**src/rtl/life_step_engine.sv**
```systemverilog
// rtl/life_step_engine.sv - Toroidal 64x48 Game-of-Life generation stepper on the world-store cell bus
module life_step_engine #(
    parameter int              ROWS      = 48,
    parameter logic [6:0]      FLIP_ADDR = 7'h7F,
    parameter int              GEN_WIDTH = 16
) (
    input  logic                 clock,
    input  logic                 reset,
    input  logic                 start,
    input  logic                 run,
    input  logic                 frame_tick,
    output logic                 busy,
    output logic                 step_done,
    output logic [GEN_WIDTH-1:0] generation,
    output logic                 cell_write,
    output logic [6:0]           cell_address,
    output logic [31:0]          cell_data_in,
    input  logic [31:0]          cell_data_out
);

    typedef enum logic [3:0] {
        S_INIT, S_IDLE, S_PRE, S_WR_LO, S_WR_HI, S_RD_LO, S_RD_HI, S_FLIP, S_DONE
    } state_t;

    localparam logic [5:0] LAST_ROW = 6'(ROWS - 1);

    state_t      state, state_next;
    logic        init_hold;
    logic [2:0]  pre_cnt;
    logic [5:0]  row_y;
    logic [5:0]  pre_row;
    logic [5:0]  fetch_row;
    logic [63:0] win_prev, win_cur, win_next;
    logic [63:0] life_next;
    logic        index;
    logic        step_req;

    // Bit x of a 64-bit row is column x; column indices wrap modulo 64 via 6-bit arithmetic.
    function automatic logic [63:0] life_row(input logic [63:0] up, input logic [63:0] mid,
                                             input logic [63:0] dn);
        logic [63:0] res;
        logic [5:0]  xc, xl, xr;
        logic [3:0]  n;
        res = '0;
        for (int x = 0; x < 64; x++) begin
            xc = 6'(x);
            xl = xc - 6'd1;
            xr = xc + 6'd1;
            n  = 4'(up[xl]) + 4'(up[xc]) + 4'(up[xr]) + 4'(mid[xl]) + 4'(mid[xr])
               + 4'(dn[xl]) + 4'(dn[xc]) + 4'(dn[xr]);
            res[x] = (n == 4'd3) | (mid[x] & (n == 4'd2));
        end
        return res;
    endfunction

    assign life_next = life_row(win_prev, win_cur, win_next);
    assign step_req  = start | (run & frame_tick);

    always_comb begin
        pre_row   = 6'd1;
        fetch_row = (row_y == LAST_ROW) ? 6'd0 : row_y + 6'd1;
        case (pre_cnt[2:1])
            2'd0:    pre_row = LAST_ROW;
            2'd1:    pre_row = 6'd0;
            default: pre_row = 6'd1;
        endcase
    end

    always_comb begin
        state_next = state;
        case (state)
            S_INIT:  if (!init_hold) state_next = S_IDLE;
            S_IDLE:  if (step_req) state_next = S_PRE;
            S_PRE:   if (pre_cnt == 3'd5) state_next = S_WR_LO;
            S_WR_LO: state_next = S_WR_HI;
            S_WR_HI: state_next = (row_y == LAST_ROW) ? S_FLIP : S_RD_LO;
            S_RD_LO: state_next = S_RD_HI;
            S_RD_HI: state_next = S_WR_LO;
            S_FLIP:  state_next = S_DONE;
            S_DONE:  state_next = S_IDLE;
            default: state_next = S_INIT;
        endcase
    end

    // The cycle right after a reset edge keeps the bus quiet; the resync write follows it.
    always_comb begin
        busy         = 1'b0;
        step_done    = 1'b0;
        cell_write   = 1'b0;
        cell_address = 7'd0;
        cell_data_in = 32'd0;
        case (state)
            S_INIT: begin
                if (!init_hold) begin
                    busy         = 1'b1;
                    cell_write   = 1'b1;
                    cell_address = FLIP_ADDR;
                end
            end
            S_PRE: begin
                busy         = 1'b1;
                cell_address = {pre_row, pre_cnt[0]};
            end
            S_WR_LO: begin
                busy         = 1'b1;
                cell_write   = 1'b1;
                cell_address = {row_y, 1'b0};
                cell_data_in = life_next[31:0];
            end
            S_WR_HI: begin
                busy         = 1'b1;
                cell_write   = 1'b1;
                cell_address = {row_y, 1'b1};
                cell_data_in = life_next[63:32];
            end
            S_RD_LO: begin
                busy         = 1'b1;
                cell_address = {fetch_row, 1'b0};
            end
            S_RD_HI: begin
                busy         = 1'b1;
                cell_address = {fetch_row, 1'b1};
            end
            S_FLIP: begin
                busy         = 1'b1;
                cell_write   = 1'b1;
                cell_address = FLIP_ADDR;
                cell_data_in = {31'b0, ~index};
            end
            S_DONE:  step_done = 1'b1;
            default: ;
        endcase
    end

    always_ff @(posedge clock) begin
        if (reset) begin
            state      <= S_INIT;
            init_hold  <= 1'b1;
            pre_cnt    <= 3'd0;
            row_y      <= 6'd0;
            win_prev   <= '0;
            win_cur    <= '0;
            win_next   <= '0;
            index      <= 1'b0;
            generation <= '0;
        end else begin
            state     <= state_next;
            init_hold <= 1'b0;
            case (state)
                S_IDLE: begin
                    if (step_req) begin
                        pre_cnt <= 3'd0;
                        row_y   <= 6'd0;
                    end
                end
                S_PRE: begin
                    pre_cnt <= pre_cnt + 3'd1;
                    case (pre_cnt)
                        3'd0:    win_prev[31:0]  <= cell_data_out;
                        3'd1:    win_prev[63:32] <= cell_data_out;
                        3'd2:    win_cur[31:0]   <= cell_data_out;
                        3'd3:    win_cur[63:32]  <= cell_data_out;
                        3'd4:    win_next[31:0]  <= cell_data_out;
                        3'd5:    win_next[63:32] <= cell_data_out;
                        default: ;
                    endcase
                end
                S_WR_HI: begin
                    if (row_y != LAST_ROW) begin
                        win_prev <= win_cur;
                        win_cur  <= win_next;
                        row_y    <= row_y + 6'd1;
                    end
                end
                S_RD_LO: win_next[31:0]  <= cell_data_out;
                S_RD_HI: win_next[63:32] <= cell_data_out;
                S_FLIP: begin
                    index      <= ~index;
                    generation <= generation + {{(GEN_WIDTH-1){1'b0}}, 1'b1};
                end
                default: ;
            endcase
        end
    end

endmodule
```
**config.mk**
```make
export PLATFORM = sky130hd
export DESIGN_NAME = life_step_engine
export DESIGN_NICKNAME = d
export VERILOG_FILES = /design/src/rtl/life_step_engine.sv
export SDC_FILE = /design/constraint.sdc
export NUM_CORES = 1
export LEC_CHECK = 0
export CORE_AREA = 2 2 162 243
export CTS_CLUSTER_DIAMETER = 40
export DETAILED_ROUTE_END_ITERATION = 8
export DIE_AREA = 0 0 164 245
export PLACE_DENSITY = 0.71
export SYNTH_ARGS = -nofsm -noshare
export SYNTH_HDL_FRONTEND = slang
export SYNTH_SLANG_ARGS = --single-unit
export TNS_END_PERCENT = 20
```
**constraint.sdc**
```tcl
create_clock -name clock -period 3.4 [get_ports clock]
set_input_delay 0.34 -clock clock [delete_from_list [all_inputs] [get_ports clock]]
set_output_delay 0.34 -clock clock [all_outputs]
set_load 0.02 [all_outputs]
```
# ---- After elaboration in Yosys (flattened, before gate mapping)
# Cells that the tools add are included.
dict set report totals {
  in_bits 37
  regBits 223
}
dict set report op_classes {
  n_addsub 451
  reduce_logical 19
  n_eq_ne 153
  mux 32
  n_bitwise 131
}
# op n
set op_table {}
lappend op_table {{$add 4x1->4} 256}
lappend op_table {{$eq 4x2->1 const B} 130}
lappend op_table {{$add 3x1->4} 64}
lappend op_table {{$pmux 64 s2} 2}
lappend op_table {{$add 2x1->3} 64}
lappend op_table {{$mux 32} 6}
lappend op_table {{$add 1x1->2} 64}
lappend op_table {{$mux 64} 2}
lappend op_table {{$pmux 32 s2} 2}
lappend op_table {{$pmux 32 s3} 1}
lappend op_table {{$and 1x1->1} 65}
lappend op_table {{$or 1x1->1} 65}
lappend op_table {{$pmux 7 s7} 1}
lappend op_table {{$pmux 4 s9} 1}
lappend op_table {{$pmux 6 s2} 2}
lappend op_table {{$mux 6} 3}
lappend op_table {{$reduce_and 3->1} 6}
lappend op_table {{$add 16x1->16 const B} 1}
lappend op_table {{$eq 4x3->1 const B} 4}
lappend op_table {{$mux 4} 3}
lappend op_table {{$ne 2x1->1 const B} 5}
lappend op_table {{$reduce_bool 2->1} 5}
lappend op_table {{$ne 2x2->1 const B} 4}
lappend op_table {{$mux 7} 1}
lappend op_table {{22 further kinds} 29}

# ---- Depth between registers and ports, before layout
dict set report logic_depth {
  ltp_word 11
  mapped_depth 11
  ltp_nobuf 11
}

# ---- Worst setup path after synthesis
# Ideal clock, no wire load.
dict set report synth_timing {
  kind {register to output}
  startpoint {register win_prev[42]}
  endpoint {output port cell_data_in[11]}
  required_time_ps 3060
  n_path_buf 0
  arrival_time_ps 3253
  path_slack_ps -193
  path_stages_with_launch 10
  path_cell_list {dfxtp_1 inv_1 fa_1 fa_1 fa_1 inv_1 ha_1 fa_1 o21a_1 o32ai_1}
}
dict set report synth_via {
  elab_chain_cells 11
  elab_cells_between_ends 12
  classes_between {7 x add/sub; 2 x eq/ne; 1 x mux; 2 x bitwise}
}
# item line_no
set synth_rtl {}
lappend synth_rtl {{start: declaration} 33} ;# logic [63:0] win_prev, win_cur, win_next;
lappend synth_rtl {{start signal: assignment} 160} ;# 3'd1: win_prev[63:32] <= cell_data_out;
lappend synth_rtl {{start signal: assignment} 170} ;# win_prev <= win_cur;
lappend synth_rtl {{$add 1x1->2 (*)} 49} ;# n = 4'(up[xl]) + 4'(up[xc]) + 4'(up[xr]) + 4'(mid[xl]) + 4'(mid[xr])
lappend synth_rtl {{$add 2x1->3 (*)} 49}
lappend synth_rtl {{$add 3x1->4 (*)} 49}
lappend synth_rtl {{$add 4x1->4 (*)} 49}
lappend synth_rtl {{$add 4x1->4 (*) (3 in series)} 50} ;# + 4'(dn[xl]) + 4'(dn[xc]) + 4'(dn[xr]);
lappend synth_rtl {{$eq 4x2->1} 51} ;# res[x] = (n == 4'd3) | (mid[x] & (n == 4'd2));
lappend synth_rtl {{$and 1x1->1} 51}
lappend synth_rtl {{$or 1x1->1 (*)} 51}
lappend synth_rtl {{$pmux 32 s3 (*)} 92} ;# case (state)
lappend synth_rtl {{end: declaration} 17} ;# output logic [31:0] cell_data_in,
# Every way passes the cells marked *; elsewhere a longest branch is shown, timed or not.

# ---- Worst setup path after layout
dict set report layout_timing {
  startpoint {register win_prev[40]}
  endpoint {output port cell_data_in[9]}
}
# Same word-level chain as after synthesis.

==> Implementation_results.wiki <==
{| class="wikitable"
! Metric !! Value
|-
| Arr. time, crit path || 3.75 ns
|-
| Worst clock skew on the final layout || approximately 0.014 ns
|-
| Post-synthesis average cell area || about 8.8 µm²
|-
| Starting DRT DRC Count || about 980
|-
| Count of synthesis-stage warnings from yosys || 0
|-
| Final Critical Period || 4.09 ns
|-
| Hold Path Class || input pin to flop
|-
| Worst-path clk slew || about 0.060 ns
|-
| Clock sinks || about 220
|-
| Maximum achievable frequency || 244 MHz
|-
| Largest stage delay on the critical path || between 0.5 and 0.6 ns
|-
| Internal Dissipation || 0.00574 W
|-
| Router iterations before antenna repair || 6
|-
| Cell-by-cell trace of the critical path || inv_1 > fa_1 > fa_1 > fa_1 > inv_1 > ha_1 > fa_1 > o21ai_2 > nor2_1 > a32o_2 > buf_4
|-
| Post-detailed-route DRC marker count || 0
|-
| Floorplan row count || 88
|-
| GRT Util Overall || a little under a third
|-
| Number of CTS-inserted buffers || 36
|-
| Least-Margin Pin Slew || 1.01 ns
|-
| Count of endpoints failing setup in the final report || 32
|-
| Largest fanout on the critical path || 2
|-
| Synth-to-Final Area Change || 26.5%
|-
| Maximum root-to-sink buffer count || 3
|-
| Kind of launch point of the worst setup path || flop
|-
| Met1 Use GR || 31.3%
|-
| Post-synth top flop || sky130_fd_sc_hd__dfxtp_1
|-
| Fraction of layout instances using a drive strength above 1 || around a quarter
|-
| Synth unique cells || 59
|-
| Busiest layer in global routing || met2
|-
| Cell with the biggest individual delay on the critical path || sky130_fd_sc_hd__fa_1
|-
| Top area cells in the synthesized netlist || sky130_fd_sc_hd__fa_1, sky130_fd_sc_hd__dfxtp_1, sky130_fd_sc_hd__ha_1, sky130_fd_sc_hd__inv_1, sky130_fd_sc_hd__a311oi_1
|-
| Last weighted congestion value of the routability-driven placer || 0.935
|-
| Die Ht || 245 µm
|-
| Number of register bits inferred by synthesis || 223
|-
| Core area || around 0.038 mm²
|-
| Number of enable-type register cells in the synthesized netlist || 0
|-
| Unrepaired setup endpoints after global routing || yes
|-
| Syn_nets || 2827
|-
| Maximum level of the CTS H-tree || 2
|-
| Post-route fraction of the period consumed by the critical path || 120%
|-
| Total power density per cell area || between 300 and 400 mW/mm²
|-
| Worst VDD drop || 0.306 mV
|-
| Number of vias after detailed routing || about 19000
|-
| Number of antenna violations at the first check in global routing || 0
|-
| Hold buffer count at CTS || 0
|-
| Clk Tree Root Cell || sky130_fd_sc_hd__clkbuf_16
|-
| Sequential fraction of design power || 34.1%
|-
| Largest net degree at the start of global routing || 80
|-
| Ports || 95
|-
| Number of maximum-capacitance violations || 0
|-
| Met2 GRT Util || 56.6%
|-
| Final Routed Wirelength || roughly 60000 µm
|-
| Worst setup path class || flop to output port
|-
| Leak Pwr || ~12 nW
|-
| GR met3 Demand/Resource || 4.22%
|-
| Power dissipated by switching net loads || 0.00235 W
|-
| Status || finished with violations
|-
| Data required time at the worst endpoint || 3.06 ns
|-
| Top-area cell type share of the netlist area || 24.8%
|-
| Relative contribution of combinational cells to total power || 18.7%
|-
| Die area || 0.0402 mm²
|-
| Cell count after synthesis || 2335
|-
| Count of final hold-check violations || 0
|-
| Headroom to the max-slew limit || 32.1%
|-
| Initial core utilization || between 50% and 60%
|-
| Clock insertion delay at the later pin of the skew report || 0.53 ns
|-
| Fraction of registers with async set or reset after synthesis || 0%
|-
| Violations in the final reports || setup timing
|-
| Antenna cell count || 0
|-
| Via density per instance || 5.77
|-
| Via count of the first global-routing pass || 20500
|-
| HPWL reported at the end of detailed placement || between 40000 and 50000 µm
|-
| Cell with the most instances on the worst path || sky130_fd_sc_hd__fa_1
|-
| First-pass GRT wire length || 97500 µm
|-
| Port Buf Inserts || 94
|-
| Overflow after GRT || 0
|-
| Hold Slack || 0.225 ns
|-
| Per-cell routed wire length || 18.5 µm
|-
| Switching Fraction || 29.1%
|-
| TritonCTS clock tree || done
|-
| Setup Total Neg Slack || -19.47 ns
|-
| Share of total power in the clock network || 47.2%
|-
| Post-synth top area cell || sky130_fd_sc_hd__fa_1
|-
| Netlist Area Pre-Place || around 0.021 mm²
|-
| Number of slew-limit violations in the final report || 0
|-
| Sequential share of the synthesized area || 21.6%
|-
| Number of nets in the finished design || approximately 3200
|-
| Setup crit end kind || output port
|-
| DIE WIDTH || roughly 160 µm
|-
| Post-route antenna net violation count || 0
|-
| Final setup slack of the worst path || -0.691 ns
|}
## metal layers
| layer | wire, µm | share of wire [%] |
|---|---|---|
| met5 | 0 | 0 |
| met4 | 4450 | 7.5 |
| met3 | 3110 | 5.2 |
| met2 | 31200 | 52 |
| met1 | 21000 | 35 |
## power groups by stage
stage	clock network, W	registers, W	logic (W)
after global routing	0.00394	0.00277	0.00170
final	0.00382	0.00276	0.00151
after CTS	0.00384	0.00275	0.00148
after global placement	0	0.00280	0.00137
after detailed placement	0	0.00280	0.00143
after floorplan	0	0.00280	0.000879
## cells in the final DEF (no fill, tap or decap), types with 7 or more instances in the layout
cell type	n
sky130_fd_sc_hd__or2_2	7
sky130_fd_sc_hd__o21ai_1	21
sky130_fd_sc_hd__o21a_1	32
sky130_fd_sc_hd__nand2_1	244
sky130_fd_sc_hd__fa_1	236
sky130_fd_sc_hd__a32o_1	12
sky130_fd_sc_hd__a311oi_1	128
sky130_fd_sc_hd__ha_4	9
sky130_fd_sc_hd__ha_1	179
sky130_fd_sc_hd__o21ai_0	65
sky130_fd_sc_hd__buf_12	12
sky130_fd_sc_hd__clkbuf_16	37
sky130_fd_sc_hd__dfxtp_1	178
sky130_fd_sc_hd__o21ai_2	12
sky130_fd_sc_hd__nand3_1	63
sky130_fd_sc_hd__and3_1	11
sky130_fd_sc_hd__buf_6	13
sky130_fd_sc_hd__ha_2	11
sky130_fd_sc_hd__a21oi_1	78
sky130_fd_sc_hd__nor3_1	132
sky130_fd_sc_hd__a32o_2	16
sky130_fd_sc_hd__buf_4	363
sky130_fd_sc_hd__inv_1	399
sky130_fd_sc_hd__inv_2	62
sky130_fd_sc_hd__dfxtp_2	45
sky130_fd_sc_hd__a31oi_1	7
sky130_fd_sc_hd__nor2_1	81
sky130_fd_sc_hd__clkdlybuf4s50_1	60
sky130_fd_sc_hd__fa_2	20
sky130_fd_sc_hd__mux2i_1	64
## worst max-delay path, delay by kind of cell (launching register included)
family | cells | cell delay [ns]
adder cells (fa/ha/maj) | 5 | 2.21
flip-flops | 1 | 0.33
buffers and inverters | 3 | 0.29
AO/OA/AOI/OAI | 2 | 0.26
AND/OR/NAND/NOR | 1 | 0.16
## cell type report
class	instances	area [µm²]
Sequential cell	223	4520
Tap cell	495	619
Clock inverter	22	254
Fill cell	2943	12100
Inverter	462	1740
Clock buffer	42	975
Timing Repair Buffer	451	3730
Multi-Input combinational cell	1532	14300
## cells by family (layout without fill, tap and decap cells)
kind of cell / Yosys count / after routing / synth area share (%)
AOI/OAI and AO/OA: 410 / 410 / 14.0
xor gates and xnor gates: 10 / 10 / 0.424
adders and majority gates: 455 / 455 / 36.9
buffers and inverters: 580 / 977 / 11.1
DFF: 223 / 223 / 21.6
muxes: 64 / 64 / 3.10
and+or+nand+nor: 593 / 593 / 13.0
## worst paths after layout
path                                   start              end  slack, ns  cells past startpoint
worst max register to register      state[0]     win_prev[11]       0.68                      5
worst min-delay path                   reset     win_next[55]       0.22                      2
worst min register to register         index            index       0.46                      2
worst max-delay path            win_prev[40]  cell_data_in[9]      -0.69                     11
## flip-flops by register name, summed over array words and instances, names as in the netlist
| signal | count |
|---|---|
| win_next | 64 |
| state | 4 |
| init_hold | 1 |
| row_y | 6 |
| index | 1 |
| win_cur | 64 |
| generation | 16 |
| pre_cnt | 3 |
| win_prev | 64 |
## metrics by stage
step | utilization [%] | total power, W | cell area [µm²] | std cells | worst slack, ns
6_report | 68.4 | 0.00809 | 26100 | 3227 | -0.691
3_3_place_gp | 64.2 | 0.00417 | 24500 | 3160 | -0.695
2_1_floorplan | - | 0.00368 | 20700 | 2335 | -0.178
5_1_grt | 68.4 | 0.00841 | 26100 | 3227 | -0.764
4_1_cts | 67.8 | 0.00807 | 25900 | 3224 | -0.704
3_5_place_dp | 64.2 | 0.00423 | 24500 | 3160 | -0.762
## Yosys cell counts, drive strengths merged, types with 2 or more instances
| library cell | instances |
|---|---|
| inv | 462 |
| fa | 256 |
| nand2 | 244 |
| dfxtp | 223 |
| ha | 199 |
| nor3 | 134 |
| a311oi | 128 |
| o21ai | 99 |
| nor2 | 83 |
| a21oi | 81 |
| nand3 | 69 |
| mux2i | 64 |
| clkbuf | 62 |
| buf | 56 |
| o21a | 32 |
| a32o | 28 |
| and3 | 11 |
| a31oi | 7 |
| or2 | 7 |
| nand2b | 6 |
| o2111ai | 6 |
| and2 | 5 |
| nand3b | 5 |
| nor4 | 5 |
| o31ai | 5 |
| xnor2 | 5 |
| xor2 | 5 |
| nand4 | 4 |
| o32ai | 4 |
| or3 | 4 |
| or4 | 4 |
| a211o | 3 |
| a211oi | 3 |
| nor2b | 3 |
| a2111oi | 2 |
| a21o | 2 |
| a221o | 2 |
| nor4b | 2 |
| o21bai | 2 |
| or4b | 2 |
## repair_timing
action | CTS | global route
pin swaps | 53 | 71
resized for setup | 280 | 127
setup endpoints to repair | 35 | 33
setup buffers | 2 | 3
(Power assumes the default switching activity.)
